[config.mk]
export PLATFORM = sky130hd
export DESIGN_NAME = wrr_referee
export DESIGN_NICKNAME = d
export VERILOG_FILES = /design/src/rtl/wrr_referee.sv
export SDC_FILE = /design/constraint.sdc
export NUM_CORES = 1
export LEC_CHECK = 0
export ABC_AREA = 1
export CORE_AREA = 2 2 71 73
export DETAILED_ROUTE_END_ITERATION = 10
export DIE_AREA = 0 0 73 75
export GPL_ROUTABILITY_DRIVEN = 0
export PLACE_DENSITY = 0.78
export SYNTH_ARGS = -nofsm -noshare
export SYNTH_HDL_FRONTEND = slang
export SYNTH_SLANG_ARGS = --single-unit
[constraint.sdc]
create_clock -name clk -period 2.75 [get_ports clk]
set_input_delay 0.825 -clock clk [delete_from_list [all_inputs] [get_ports clk]]
set_output_delay 0.825 -clock clk [all_outputs]
set_load 0.1 [all_outputs]
[src/rtl/wrr_referee.sv]
// Four-to-one weighted round-robin merge of first-word-fall-through VC FIFOs
// into one downstream FIFO, with a one-cycle IDLE search between bursts.
module wrr_referee #(
  parameter int unsigned DATA_WIDTH = 12,
  parameter int unsigned WEIGHT_0   = 4,
  parameter int unsigned WEIGHT_1   = 3,
  parameter int unsigned WEIGHT_2   = 2,
  parameter int unsigned WEIGHT_3   = 1
) (
  input  logic                  clk,
  input  logic                  reset,
  input  logic                  empty_0,
  input  logic                  empty_1,
  input  logic                  empty_2,
  input  logic                  empty_3,
  input  logic [DATA_WIDTH-1:0] data_in_0,
  input  logic [DATA_WIDTH-1:0] data_in_1,
  input  logic [DATA_WIDTH-1:0] data_in_2,
  input  logic [DATA_WIDTH-1:0] data_in_3,
  input  logic                  almost_full,
  output logic                  pop_0,
  output logic                  pop_1,
  output logic                  pop_2,
  output logic                  pop_3,
  output logic                  push,
  output logic [DATA_WIDTH-1:0] data_out,
  output logic [1:0]            grant,
  output logic                  idle
);

  localparam int unsigned NUM_VC = 4;
  localparam int unsigned CW     = 4;

  typedef enum logic {IDLE, SERVE} state_t;

  state_t              state, state_d;
  logic [1:0]          ptr, ptr_d, grant_d, idx;
  logic [CW-1:0]       credit, credit_d;
  logic [NUM_VC-1:0]   empty_v, pop_v;
  logic                found;
  logic [DATA_WIDTH-1:0] data_sel;

  function automatic logic [CW-1:0] weight_of(input logic [1:0] ch);
    case (ch)
      2'd0:    return CW'(WEIGHT_0);
      2'd1:    return CW'(WEIGHT_1);
      2'd2:    return CW'(WEIGHT_2);
      default: return CW'(WEIGHT_3);
    endcase
  endfunction

  assign empty_v = {empty_3, empty_2, empty_1, empty_0};
  assign pop_0   = pop_v[0];
  assign pop_1   = pop_v[1];
  assign pop_2   = pop_v[2];
  assign pop_3   = pop_v[3];
  assign idle    = (state == IDLE);

  // Head word of the granted source
  always_comb begin
    case (grant)
      2'd0:    data_sel = data_in_0;
      2'd1:    data_sel = data_in_1;
      2'd2:    data_sel = data_in_2;
      default: data_sel = data_in_3;
    endcase
  end

  // Next-state, credit and pop generation
  always_comb begin
    state_d  = state;
    ptr_d    = ptr;
    grant_d  = grant;
    credit_d = credit;
    pop_v    = '0;
    found    = 1'b0;
    idx      = ptr;
    case (state)
      IDLE: begin
        for (int k = 0; k < NUM_VC; k++) begin
          idx = ptr + 2'(k);
          if (!found && !empty_v[idx]) begin
            found    = 1'b1;
            grant_d  = idx;
            credit_d = weight_of(idx);
            state_d  = SERVE;
          end
        end
      end
      default: begin
        if (empty_v[grant]) begin
          // Source ran dry: forfeit remaining credit, move on
          state_d = IDLE;
          ptr_d   = grant + 2'd1;
        end else if (!almost_full) begin
          pop_v[grant] = ~reset;
          if (credit != '0) credit_d = credit - CW'(1);
          if (credit <= CW'(1)) begin
            state_d = IDLE;
            ptr_d   = grant + 2'd1;
          end
        end
      end
    endcase
  end

  // State and datapath registers
  always_ff @(posedge clk) begin
    if (reset) begin
      state    <= IDLE;
      ptr      <= '0;
      grant    <= '0;
      credit   <= '0;
      push     <= 1'b0;
      data_out <= '0;
    end else begin
      state  <= state_d;
      ptr    <= ptr_d;
      grant  <= grant_d;
      credit <= credit_d;
      push   <= |pop_v;
      if (|pop_v) data_out <= data_sel;
    end
  end

endmodule

==> flow_summary.toml <==
[logic_synthesis]
synth_common_cells = "67 x nand2_1, 25 x a21oi_1, 23 x inv_1"
netlist_instances = 258
synth_edf_count = 0
postSynthAreaPerCell_sq_um = 6.92
yosysWarningCount = 0
synth-seq-area-share_pct = 24.7
synth_top_area_share_pct = 24.7
async_reset_ff_share_pct = 0
syn-num-nets = 324
synthMostInstantiatedCell = "nand2_1"
ys.flop_type = "dfxtp_1"
netlist_area_sq_mm = 0.00179
synthTopCellsByArea = "dfxtp_1 25%, nand2_1 14%, ha_1 7.7%"
netlist.top_cell.by_area = "dfxtp_1"
synthDistinctLibCells = 30
synth-seq-cells = 22

[timing]
rsz0062_at_grt = "no"
slew_headroom_pct = 44.2
finClkSkew_ns = 0.00653
fin_crit_sh_pct = 98.4
min_period_ns = 2.71
layout_setup_ws_ns = 0.0432
worst_pin_slew_ns = 0.837
final-max-slew-violation-count = 0
holdWs_ns = 0.485
finalSetupViolations = 0
hold_violations = 0
max_freq_ghz = 0.369

[grt]
antenna_found_initial = 0
grt_pass1_vias = 1810
grt_overflow_total = 0
grt_max_degree = 25
grt_pass1_wl_um = 8170
grt_usage_pct = 18.9

[setup_path]
required_ns = 1.93
critPathKind = "in -> out"
cp-end-kind = "output pin"
crit_chain = "clkdlybuf4s50_1 > a21oi_2 > inv_2 > nor2_4 > buf_12"
ff2ff_path_depth = 11
cp-endpoint = "pop_2"
start_kind = "primary input"
crit_arrival_ns = 1.88
max_stage_delay_ns = 0.47
reg2reg_from = "ptr[1]"
r2r_setup_slack_ns = 0.55
slowest_stage = "clkdlybuf4s50_1"
r2r_end = "credit[2]"
crit_fanout = 4
crit_start = "reset"

[pwr]
sequentialPowerShare_pct = 18.2
switching_share_pct = 54.7
irDropWorstVdd_mv = 0.498
p_leak_nw = 1.18
power_frac_comb_pct = 70.7
power_switching_w = 0.00152
power_density_mw_per_mm2 = 1040
internal_power_w = 0.00125
power_w = 0.00277
pwr-share-clk_pct = 11.1

[place]
placed_cell_area_sq_mm = 0.00261
portBuffers = 74
hpwl_um = 4050
pre_cts_ws_ns = -0.201

[cts]
cts_buffers = 3
numClockSinks = 22
htree_num_levels = 1
clock-root-buffer = "clkbuf_8"
tritoncts = "built"
clock_latency_ns = 0.27
path_clk_slew_ns = 0.09
cts_buffer_depth = 2
holdBufCountCts = 0

[floorplanning]
core.rowCount = 25
initial_core_util_pct = 38.3
die-area_sq_mm = 0.00548
die_h_um = 75
die_w_um = 73
placeableCoreArea_sq_mm = 0.00466
io_pins = 75

[cells_and_area]
syn2layout_area_growth_pct = 49.8
num-nets-final = 400
postLayoutCellArea_sq_mm = 0.00267
drive_above_1_share_pct = 21.9
insertedDiodeCount = 0

[detailed_routing]
wl_per_cell_um = 13.2
dr.first_iter.drc_count = 129
firstDrtPassIters = 5
via_per_inst = 5.08
wl_um = 5120
postRouteAntennaNets = 0
drc = 0
vias = 1967

[status]
status = "completed"

[job]
drv_cap = 0

[hold_path]
hold_class = "reg -> reg"
metrics by stage:
step	util (%)	std cells	setup TNS, ns
final	57.4	387	0
after CTS	57.4	387	0
after floorplan	-	258	0
after detailed placement	56.0	383	-0.785
after global placement	56.0	383	-0.783
after global routing	57.4	387	0
cells in the final DEF, fill, tap and decap left out, types with 3 or more instances in the layout:
master,count
a21oi_1,24
nor2_1,7
buf_12,4
nand2_2,7
inv_2,7
nand2_1,67
a32o_1,12
nand3_2,4
inv_1,22
clkdlybuf4s50_1,49
dlygate4sd2_1,4
o21ai_0,6
dfxtp_1,20
nor2_4,4
o21ai_2,9
o21ai_1,9
ha_1,11
nand3_1,22
clkbuf_8,3
buf_4,22
cell type report:
class,instances,area [sq um]
clock inverter,1,30.0
multi-input combinational,196,1190
tap,54,67.6
fill,423,1990
clock buffer,3,41.3
inverter,31,121
sequential,22,443
timing repair buffer,80,776
state kept, by name, summed over array words and instances, names as in the netlist:
name	flops
data_out	12
state	1
push	1
credit	4
grant	2
ptr	2
power by group through the flow:
stage,clock [W],sequential [W],combinational (W)
2_1_floorplan,0,0.000883,0.00115
6_report,0.000307,0.000505,0.00196
3_3_place_gp,0,0.000505,0.00193
3_5_place_dp,0,0.000510,0.00195
5_1_grt,0.000326,0.000523,0.00213
4_1_cts,0.000314,0.000503,0.00195
routing by layer:
metal  GRT usage [%]  wire length, um  vias up
li1                -                -     1025
met1            25.2             2250      884
met2            30.0             2480       52
met3            4.42              308        6
met4            6.58               73        0
met5               0                0        -
what timing repair did:
item,in CTS,in global routing
gates resized for setup,7,2
buffers inserted,0,0
pin swaps,4,2
hold endpoints to repair,0,0
endpoints found under the setup margin,4,4
how the worst min path moves through the flow:
stage / depth (start not counted) / endpoint / start / slack (ns)
after CTS: 2 / data_out[10] / data_out[10] / 0.48
final: 2 / data_out[10] / data_out[10] / 0.48
after global placement: 2 / data_out[0] / data_out[0] / 0.46
after global routing: 2 / data_out[1] / data_out[1] / 0.51
after floorplan: 2 / credit[1] / credit[1] / 0.45
after detailed placement: 2 / data_out[10] / data_out[10] / 0.47
critical path: cells and delay by family:
kind	cells	cell delay, ns
AOI/OAI and AO/OA	1	0.16
and+or+nand+nor	1	0.13
buffers and inverters	3	0.76
cell families (layout without fill, tap and decap cells):
kind of cell | after synthesis | in the layout | synth area share [%]
flip-flops | 22 | 22 | 24.7
XOR/XNOR | 2 | 2 | 0.981
buffers and inverters | 40 | 115 | 10.2
adder cells (fa/ha/maj) | 11 | 11 | 7.71
AO/OA/AOI/OAI | 66 | 66 | 25.1
AND/OR/NAND/NOR | 117 | 117 | 31.4
(Power assumes the default switching activity.)
